## src/rtl/ctrl_buf_pkg.sv

```systemverilog
// Shared encodings and constants for the pixel buffer controller.
// Imported by fetch_palabras_mem and control_buffer_pixeles.
package ctrl_buf_pkg;

  typedef enum logic [1:0] {
    ST_IDLE = 2'd0,
    ST_RUN  = 2'd1,
    ST_DONE = 2'd2
  } main_st_t;

  typedef enum logic {
    F_IDLE = 1'b0,
    F_REQ  = 1'b1
  } fetch_st_t;

  localparam int PIX_PER_WORD = 4;
  localparam int PIX_IDX_W    = 2;

endpackage

```

## src/rtl/fetch_palabras_mem.sv

```systemverilog
// Word fetcher: request FSM, address/request counters, optional timeout.
// Timeout logic is present only when CTRL_BUF_TIMEOUT_EN is defined.
module fetch_palabras_mem
  import ctrl_buf_pkg::*;
#(
  parameter int ADDR_W         = 16,
  parameter int CNT_W          = 16,
  parameter int TIMEOUT_CYCLES = 255
) (
  input  logic              clk,
  input  logic              reset,
  input  logic              enable,
  input  logic              load,
  input  logic [ADDR_W-1:0] base_addr,
  input  logic [CNT_W-1:0]  num_words,
  input  logic              room_available,
  input  logic              mem_rd_ack,
  output logic              mem_rd_req,
  output logic [ADDR_W-1:0] mem_addr,
  output logic              save_mem_data,
  output logic              timeout
);

  fetch_st_t        fstate;
  fetch_st_t        fnext;
  logic [CNT_W-1:0] words_req;
  logic [CNT_W-1:0] num_lat;
  logic             want;

  assign mem_rd_req    = (fstate == F_REQ);
  assign save_mem_data = mem_rd_req & mem_rd_ack;
  assign want          = enable && room_available &&
                         (words_req < num_lat);

`ifdef CTRL_BUF_TIMEOUT_EN
  localparam int TW = $clog2(TIMEOUT_CYCLES + 1);
  logic [TW-1:0] tcnt;

  assign timeout = mem_rd_req && !mem_rd_ack &&
                   (tcnt == TW'(TIMEOUT_CYCLES - 1));

  // Count cycles spent waiting on the current request.
  always_ff @(posedge clk or negedge reset) begin
    if (!reset) begin
      tcnt <= '0;
    end else if (!mem_rd_req || mem_rd_ack) begin
      tcnt <= '0;
    end else begin
      tcnt <= tcnt + 1'b1;
    end
  end
`else
  logic unused_cfg;
  assign unused_cfg = (TIMEOUT_CYCLES != 0);
  assign timeout    = 1'b0;
`endif

  // Next request state: issue when room exists, retire on ack or abort.
  always_comb begin
    fnext = fstate;
    unique case (fstate)
      F_IDLE: if (want) fnext = F_REQ;
      F_REQ:  if (!enable || mem_rd_ack || timeout) fnext = F_IDLE;
      default: fnext = F_IDLE;
    endcase
  end

  // Request state, address pointer and issued-word counter.
  always_ff @(posedge clk or negedge reset) begin
    if (!reset) begin
      fstate    <= F_IDLE;
      mem_addr  <= '0;
      words_req <= '0;
      num_lat   <= '0;
    end else begin
      fstate <= fnext;
      if (load) begin
        mem_addr  <= base_addr;
        words_req <= '0;
        num_lat   <= num_words;
      end else if (save_mem_data) begin
        mem_addr  <= mem_addr + 1'b1;
        words_req <= words_req + 1'b1;
      end
    end
  end

endmodule

```

## src/rtl/control_buffer_pixeles.sv

```systemverilog
// Sequencer for buffer_pixeles_mem: prefetch words, drain 4 pixels each.
// Define CTRL_BUF_TIMEOUT_EN to enable the memory-ack timeout/error path.
module control_buffer_pixeles
  import ctrl_buf_pkg::*;
#(
  parameter int ADDR_W         = 16,
  parameter int CNT_W          = 16,
  parameter int DEPTH_WORDS    = 2,
  parameter int TIMEOUT_CYCLES = 255
) (
  input  logic              clk,
  input  logic              reset,
  input  logic              start,
  input  logic [ADDR_W-1:0] base_addr,
  input  logic [CNT_W-1:0]  num_words,
  output logic              mem_rd_req,
  output logic [ADDR_W-1:0] mem_addr,
  input  logic              mem_rd_ack,
  output logic              save_mem_data,
  output logic              read_pixel,
  output logic              pixel_valid,
  input  logic              pixel_ready,
  output logic              busy,
  output logic              done,
  output logic              error
);

  localparam int OCC_W = $clog2(DEPTH_WORDS + 1);

  main_st_t             state;
  main_st_t             next;
  logic [OCC_W-1:0]     words_in_buf;
  logic [PIX_IDX_W-1:0] pix_idx;
  logic [CNT_W+1:0]     pixels_left;
  logic                 accept;
  logic                 run;
  logic                 room;
  logic                 pop_word;
  logic                 timeout;
  logic                 last_pop;

  assign accept      = start && (state == ST_IDLE);
  assign run         = (state == ST_RUN);
  assign room        = words_in_buf < OCC_W'(DEPTH_WORDS);
  assign pixel_valid = run && (words_in_buf != '0);
  assign read_pixel  = pixel_valid & pixel_ready;
  assign pop_word    = read_pixel &&
                       (pix_idx == PIX_IDX_W'(PIX_PER_WORD - 1));
  assign busy        = (state != ST_IDLE);
  assign done        = (state == ST_DONE);
  assign last_pop    = read_pixel &&
                       (pixels_left == (CNT_W+2)'(1));

  fetch_palabras_mem #(
    .ADDR_W         (ADDR_W),
    .CNT_W          (CNT_W),
    .TIMEOUT_CYCLES (TIMEOUT_CYCLES)
  ) u_fetch (
    .clk            (clk),
    .reset          (reset),
    .enable         (run),
    .load           (accept),
    .base_addr      (base_addr),
    .num_words      (num_words),
    .room_available (room),
    .mem_rd_ack     (mem_rd_ack),
    .mem_rd_req     (mem_rd_req),
    .mem_addr       (mem_addr),
    .save_mem_data  (save_mem_data),
    .timeout        (timeout)
  );

  // Main sequencing: run until every pixel is taken, then a done cycle.
  always_comb begin
    next = state;
    unique case (state)
      ST_IDLE: if (start) next = ST_RUN;
      ST_RUN:  if (timeout || last_pop ||
                   pixels_left == '0) next = ST_DONE;
      ST_DONE: next = ST_IDLE;
      default: next = ST_IDLE;
    endcase
  end

  // State, occupancy, pixel index and remaining-pixel bookkeeping.
  always_ff @(posedge clk or negedge reset) begin
    if (!reset) begin
      state        <= ST_IDLE;
      words_in_buf <= '0;
      pix_idx      <= '0;
      pixels_left  <= '0;
    end else begin
      state <= next;
      if (accept) begin
        words_in_buf <= '0;
        pix_idx      <= '0;
        pixels_left  <= {num_words, 2'b00};
      end else begin
        if (save_mem_data && !pop_word) begin
          words_in_buf <= words_in_buf + 1'b1;
        end else if (pop_word && !save_mem_data) begin
          words_in_buf <= words_in_buf - 1'b1;
        end
        if (read_pixel) begin
          pix_idx     <= pix_idx + 1'b1;
          pixels_left <= pixels_left - 1'b1;
        end
      end
    end
  end

`ifdef CTRL_BUF_TIMEOUT_EN
  // Sticky abort flag, cleared by the next accepted start.
  always_ff @(posedge clk or negedge reset) begin
    if (!reset) begin
      error <= 1'b0;
    end else if (accept) begin
      error <= 1'b0;
    end else if (timeout) begin
      error <= 1'b1;
    end
  end
`else
  assign error = 1'b0;
`endif

endmodule
```

## config.mk

```make
export PLATFORM = sky130hd
export DESIGN_NAME = control_buffer_pixeles
export DESIGN_NICKNAME = d
export VERILOG_FILES = /design/src/rtl/ctrl_buf_pkg.sv /design/src/rtl/fetch_palabras_mem.sv /design/src/rtl/control_buffer_pixeles.sv
export SDC_FILE = /design/constraint.sdc
export NUM_CORES = 1
export LEC_CHECK = 0
export CAP_MARGIN = 20
export CORE_AREA = 2 2 117 119
export DETAILED_ROUTE_END_ITERATION = 8
export DIE_AREA = 0 0 119 121
export GPL_ROUTABILITY_DRIVEN = 0
export HOLD_SLACK_MARGIN = 0.02
export SETUP_SLACK_MARGIN = 0.5
export SYNTH_ARGS = -nofsm -noshare
export SYNTH_HDL_FRONTEND = slang
export SYNTH_SLANG_ARGS = --single-unit
```

## constraint.sdc

```tcl
create_clock -name clk -period 2.1 [get_ports clk]
set_input_delay 0.63 -clock clk [delete_from_list [all_inputs] [get_ports clk]]
set_output_delay 0.63 -clock clk [all_outputs]
set_load 0.05 [all_outputs]
```

==> flow_metrics.env, run 1 <==
export IMPL_ys_ff_latch=73
export IMPL_worstReg2RegEnd="pixels_left[15]$_DFFE_PN0P_"
export IMPL_endpoint="pixels_left[15]$_DFFE_PN0P_"
export IMPL_fp_row_count=42
export IMPL_grt_pass1_wl_microns=16400
export IMPL_synth_edf_count=0
export IMPL_hold_viol=0
export IMPL_num_vias=3336
export IMPL_dp_hpwl_microns=7040
export IMPL_maxCapViolations=0
export IMPL_core_area_sq_mm=0.0131
export IMPL_grt_pass1_vias=3354
export IMPL_tightest_slew_ps=761
export IMPL_pwr_share_clk=0.187
export IMPL_worstHoldPathType="in -> async"
export IMPL_whs_ps=238
export IMPL_netlist_cell_type_count=42
export IMPL_syn_num_nets=466
export IMPL_htree_levels=3
export IMPL_status="complete, no violations"
export IMPL_track_usage=0.146
export IMPL_p_sw_frac=0.412
export IMPL_design_area_sq_mm=0.00589
export IMPL_start_util=0.294
export IMPL_reg2regPathDepth=5
export IMPL_reg2reg_from="pixels_left[13]$_DFFE_PN0P_"
export IMPL_powerDensity_mw_per_mm2=1390
export IMPL_grt_max_degree=55
export IMPL_syn_inst=409
export IMPL_die_height_microns=121
export IMPL_clkLatencyLatePin_ps=340
export IMPL_cts_tree="built"
export IMPL_die_area_sq_mm=0.0144
export IMPL_fmax_mhz=493
export IMPL_numCtsBuffers=9
export IMPL_critPathMaxFanout=3
export IMPL_clk_path_buf_depth=2
export IMPL_area_growth_pct=53.5
export IMPL_drt_total_wl_microns=10300
export IMPL_die_w_microns=119
export IMPL_placed_area_sq_mm=0.00487
export IMPL_grt_overflow=0
export IMPL_drc=0
export IMPL_p_leak_nw=2.43
export IMPL_antenna_found_initial=0
export IMPL_critPathKind="reg -> reg"
export IMPL_p_int_mw=4.81
export IMPL_n_antenna_cell=0
export IMPL_clkTransAtPathRegs_ps=60
export IMPL_rsz0062_at_grt="true"
export IMPL_drive_gt1_frac=0.345
export IMPL_p_seq_frac=0.306
export IMPL_synth_most_common_cell="dfrtp_1"
export IMPL_relSlewSlack=0.491
export IMPL_cts_root_buf="clkbuf_16"
export IMPL_netlist_area_sq_mm=0.00384
export IMPL_vias_per_cell=4.76
export IMPL_drv_slew=0
export IMPL_synth_flop_cell="dfrtp_1"
export IMPL_firstDrtPassIters=4
export IMPL_drtIter0Drc=161
export IMPL_combPwrFrac=0.506
export IMPL_required_ps=2320
export IMPL_synthArstFlopShare=1.00
export IMPL_synth_area_leaders="dfrtp_1, xnor2_1, ha_1"
export IMPL_fin_crit_sh=0.965
export IMPL_reg2reg_slack_ps=70
export IMPL_peakVddDrop_mv=0.448
export IMPL_skew_ps=6.56
export IMPL_p_sw_mw=3.37
export IMPL_clock_sinks=73
export IMPL_syn_avg_cell_area_sq_um=9.39
export IMPL_nets=577
export IMPL_netlist_area_leader_share=0.476
export IMPL_drtAntennaViolNets=0
export IMPL_fin_crit_ps=2030
export IMPL_yosys_area_top_type="dfrtp_1"
export IMPL_finalSetupViolations=0
export IMPL_yosysSeqAreaShare=0.476
export IMPL_yosysWarnings=0
export IMPL_routedWlPerCell_microns=14.8
export IMPL_cp_arrival_ps=2240
export IMPL_io_buffer_count=58
export IMPL_crit_start="pixels_left[13]$_DFFE_PN0P_"
export IMPL_cp_end_kind="register"
export IMPL_yosys_top_cells_count="dfrtp_1, nand2_1, o21ai_0"
export IMPL_crit_path_start_kind="register"
export IMPL_ios=60
[cell families after synthesis]
group / after synthesis / share of synthesized area
adders and majority gates: 20 / 0.0651
AOI/OAI and AO/OA: 74 / 0.105
DFF: 73 / 0.476
other: 1 / 0.000976
and+or+nand+nor: 159 / 0.213
xor gates and xnor gates: 46 / 0.105
buffers and inverters: 36 / 0.0362
[per-layer routing]
metal  wire [microns]  vias up  GRT usage
li1                 -     1627          -
met1             4630     1630      0.180
met2             5140       64      0.242
met3              413       15     0.0418
met4              159        0     0.0528
met5                0        -          0
[metrics by stage]
stage	worst slack (ps)	TNS, ps	cells	power [mW]	utilization
detailed placement	-175	-2180	649	5.63	0.373
CTS	86.9	0	686	7.74	0.422
global placement	-135	-1440	649	5.52	0.373
global route	4.55	0	701	8.72	0.450
finish	73.3	0	701	8.18	0.450
floorplan	202	0	409	4.55	-
[worst min path at each step]
stage	startpoint	end	slack, ps	cells after the start
final	reset	u_fetch.words_req[8]$_DFFE_PN0P_	240	1
after global routing	reset	u_fetch.words_req[8]$_DFFE_PN0P_	260	1
after CTS	reset	u_fetch.words_req[9]$_DFFE_PN0P_	250	1
after detailed placement	pixels_left[17]$_DFFE_PN0P_	state[1]$_DFFE_PN0P_	480	1
after global placement	pixels_left[17]$_DFFE_PN0P_	state[1]$_DFFE_PN0P_	470	1
after floorplan	reset	pix_idx[0]$_DFFE_PN0P_	330	0
[sequential cells by signal, indices dropped and copies added, names as in the netlist]
name and flops:
words_in_buf 2, state 2, pix_idx 2, u_fetch.num_lat 16
u_fetch.words_req 16, pixels_left 18, u_fetch.mem_addr 16, u_fetch.mem_rd_req 1
[final cells by class]
class | count | area (sq um)
multi-input cells | 300 | 2290
inverters | 22 | 97.6
flip-flops and latches | 73 | 1850
clock buffers | 11 | 243
clock inverters | 5 | 55.1
repair buffers | 114 | 1140
well taps | 176 | 220
fillers | 1233 | 7190
[timing repair]
item,in CTS,in global routing
buffers inserted,21,14
resized for setup,54,60
hold buffers,0,0
gates cloned,0,1
endpoints found under the setup margin,66,54
endpoints found under the hold margin,0,0
pin swaps,15,15
[worst max-delay path, cell delays in order, from the launching register on]
cell,delay (ps)
dfrtp_1,390
or4_4,560
or4_4,480
nor4_2,200
xnor2_1,180
o21ai_1,90
[power groups by stage]
stage / combinational (mW) / clock [mW] / sequential, mW
final: 4.14 / 1.53 / 2.51
after global routing: 4.52 / 1.63 / 2.57
after CTS: 3.69 / 1.56 / 2.48
after detailed placement: 3.11 / 0 / 2.52
after global placement: 3.04 / 0 / 2.49
after floorplan: 1.61 / 0 / 2.94
[cell usage in the layout, fill, tap and decap left out, types with 10 or more instances in the layout]
master	count
buf_4	45
buf_6	23
clkbuf_16	10
clkdlybuf4s50_1	33
dfrtp_1	55
dfrtp_2	18
ha_1	13
inv_1	15
nand2_1	54
nand4_1	14
nor2_1	21
o21ai_0	33
o21ai_1	20
xnor2_1	27
xor2_1	16
No activity file was read; power rests on OpenSTA's default activity.
==> run 2: changes to the inputs <==
- CORE_AREA: 2 2 117 119 -> 2 2 119 121
- CTS_CLUSTER_DIAMETER: default -> 40
- DIE_AREA: 0 0 119 121 -> 0 0 121 123
- SYNTH_HIERARCHICAL: default -> 1
==> run 2 against run 1 <==
  * Wire length grew 10%
  * Synthesized area grew 4.4%
  * Synthesized cell count grew 6.8%
  * Worst setup slack gained 49 ps
  * Clock power grew 5%
  * Largest cell class unchanged
  * Via count grew 13%
  * Register-to-register slack gained 50 ps
  * Final area grew 9.4%
  * Final cell count grew 10%
  * Maximum frequency grew 2.5%
  * Largest power group unchanged
  * Combinational power shrank 3%
==> flow_metrics.env, run 2 <==
export IMPL_hold_buffers=0
export IMPL_drt_total_wl_microns=11400
export IMPL_firstDrtPassIters=4
export IMPL_synth_area_leaders="dfrtp_1, ha_1, o21ai_0"
export IMPL_vias_per_cell=4.88
export IMPL_maxCapViolations=0
export IMPL_p_seq_frac=0.298
export IMPL_cts_tree="built"
export IMPL_crit_path_start_kind="register"
export IMPL_synth_flop_cell="dfrtp_1"
export IMPL_io_buffer_count=58
export IMPL_syn_avg_cell_area_sq_um=9.18
export IMPL_rsz0062_at_grt="true"
export IMPL_nets=645
export IMPL_routedWlPerCell_microns=14.7
export IMPL_grt_max_degree=74
export IMPL_reg2regPathDepth=4
export IMPL_hold_viol=0
export IMPL_drc=0
export IMPL_critPathKind="reg -> reg"
export IMPL_die_area_sq_mm=0.0149
export IMPL_p_sw_frac=0.394
export IMPL_grt_overflow=0
export IMPL_peakVddDrop_mv=0.540
export IMPL_fmax_mhz=506
export IMPL_netlist_area_sq_mm=0.00401
export IMPL_fill_cells=1236
export IMPL_status="complete, no violations"
export IMPL_yosysSeqAreaShare=0.456
export IMPL_yosysWarnings=6
export IMPL_grt_pass1_vias=3600
export IMPL_area_growth_pct=60.7
export IMPL_reg2reg_slack_ps=120
export IMPL_cp_arrival_ps=2240
export IMPL_finalSetupViolations=0
export IMPL_fin_crit_ps=1980
export IMPL_critPathMaxFanout=3
export IMPL_drtAntennaViolNets=0
export IMPL_die_w_microns=121
export IMPL_clock_sinks=73
export IMPL_yosys_top_cells_count="dfrtp_1, nand2_1, nor2_1, o21ai_0, inv_1"
export IMPL_clk_path_buf_depth=2
export IMPL_core_area_sq_mm=0.0136
export IMPL_numCtsBuffers=9
export IMPL_drv_slew=0
export IMPL_start_util=0.295
export IMPL_largest_reg_flops=18
export IMPL_fp_row_count=43
export IMPL_die_height_microns=123
export IMPL_synthArstFlopShare=1.00
export IMPL_p_leak_nw=2.70
export IMPL_drtIter0Drc=196
export IMPL_clkTransAtPathRegs_ps=60
export IMPL_n_antenna_cell=0
export IMPL_placedCellCount=689
export IMPL_yosys_area_top_type="dfrtp_1"
export IMPL_p_int_mw=4.86
export IMPL_fin_crit_sh=0.942
export IMPL_instances_no_fill=773
export IMPL_htree_levels=3
export IMPL_powerDensity_mw_per_mm2=1240
export IMPL_syn_inst=437
export IMPL_finalPower_mw=8.02
export IMPL_p_sw_mw=3.16
export IMPL_worstHoldPathType="in -> async"
export IMPL_drive_gt1_frac=0.364
export IMPL_synth_edf_count=0
export IMPL_netlist_cell_type_count=53
export IMPL_cts_root_buf="clkbuf_16"
export IMPL_pwr_share_clk=0.201
export IMPL_track_usage=0.152
export IMPL_ios=60
export IMPL_combPwrFrac=0.501
export IMPL_final_cell_mix="buf_4, dfrtp_1, nand2_1"
export IMPL_ys_ff_latch=73
export IMPL_netlist_area_leader_share=0.456
export IMPL_num_vias=3774
export IMPL_synth_most_common_cell="dfrtp_1"
export IMPL_antenna_found_initial=0
export IMPL_skew_ps=8.42
export IMPL_required_ps=2360
export IMPL_final_common_cell="buf_4"
export IMPL_grt_pass1_wl_microns=17700
export IMPL_syn_num_nets=494
export IMPL_top_register="pixels_left"
export IMPL_dp_hpwl_microns=7410
export IMPL_clkLatencyLatePin_ps=340
export IMPL_cp_end_kind="register"
[run 2: power by group through the flow]
stage | Combinational, mW | Clock [mW] | Sequential (mW)
finish | 4.02 | 1.61 | 2.39
global route | 4.33 | 1.71 | 2.45
CTS | 3.34 | 1.65 | 2.36
detailed placement | 2.66 | 0 | 2.40
global placement | 2.61 | 0 | 2.38
floorplan | 1.33 | 0 | 2.82
[run 2: per-stage QoR]
step / worst slack [ps] / instance area (sq um) / TNS (ps) / util / hold slack (ps)
3_3_place_gp: -382 / 5090 / -4960 / 0.374 / 509
3_5_place_dp: -443 / 5090 / -6410 / 0.374 / 510
5_1_grt: 78.7 / 6450 / 0 / 0.474 / 365
4_1_cts: 157 / 5870 / 0 / 0.431 / 351
2_1_floorplan: 145 / 4180 / 0 / - / 334
6_report: 122 / 6450 / 0 / 0.474 / 321
[run 2: cell families (layout without fill, tap and decap cells)]
kind of cell,after synthesis,after routing,share of synthesized area
flip-flops,73,73,0.456
multiplexers,5,5,0.0134
adder cells (fa/ha/maj),20,20,0.0624
AO/OA/AOI/OAI,90,90,0.136
XOR/XNOR,29,29,0.0633
other,2,2,0.00187
buffers and inverters,47,202,0.0459
AND/OR/NAND/NOR,171,172,0.222
[run 2: final timing paths]
kind	startpoint	endpoint
setup / recovery	pixels_left[14]$_DFFE_PN0P_	pixels_left[17]$_DFFE_PN0P_
hold / removal	reset	u_fetch/words_req[7]$_DFFE_PN0P_
setup reg to reg	pixels_left[14]$_DFFE_PN0P_	pixels_left[17]$_DFFE_PN0P_
hold reg to reg	u_fetch/num_lat[0]$_DFFE_PN0P_	u_fetch/num_lat[0]$_DFFE_PN0P_
max in group asynchronous	reset	u_fetch/mem_addr[10]$_DFFE_PN0P_
min in group clk	u_fetch/num_lat[0]$_DFFE_PN0P_	u_fetch/num_lat[0]$_DFFE_PN0P_
[run 2: critical path, stage by stage (launching register included)]
cell	delay [ps]
dfrtp_1	400
or4_4	530
or3_4	350
or4_4	440
a31oi_4	190
[run 2: layer usage]
metal | up-vias | share of wire | track usage
met2 | 62 | 0.51 | 0.251
met5 | - | 0 | 0
met4 | 0 | 0.018 | 0.0610
met3 | 18 | 0.034 | 0.0272
li1 | 1850 | - | -
met1 | 1844 | 0.44 | 0.197
[run 2: final cells by class]
| cell class | count | area (sq um) | share of cell area |
|---|---|---|---|
| inverter | 31 | 140 | 0.0217 |
| multi-input combinational | 318 | 2380 | 0.369 |
| clock buffer | 12 | 267 | 0.0413 |
| sequential | 73 | 1850 | 0.287 |
| clock inverter | 4 | 50.0 | 0.00776 |
| tap | 180 | 225 | 0.0349 |
| timing repair buffer | 155 | 1530 | 0.238 |
[run 2: repair_timing]
item	4_1_cts	5_1_grt
gates cloned	0	1
resized for setup	61	73
setup buffers	36	31
endpoints found under the setup margin	82	74
pin swaps	25	41
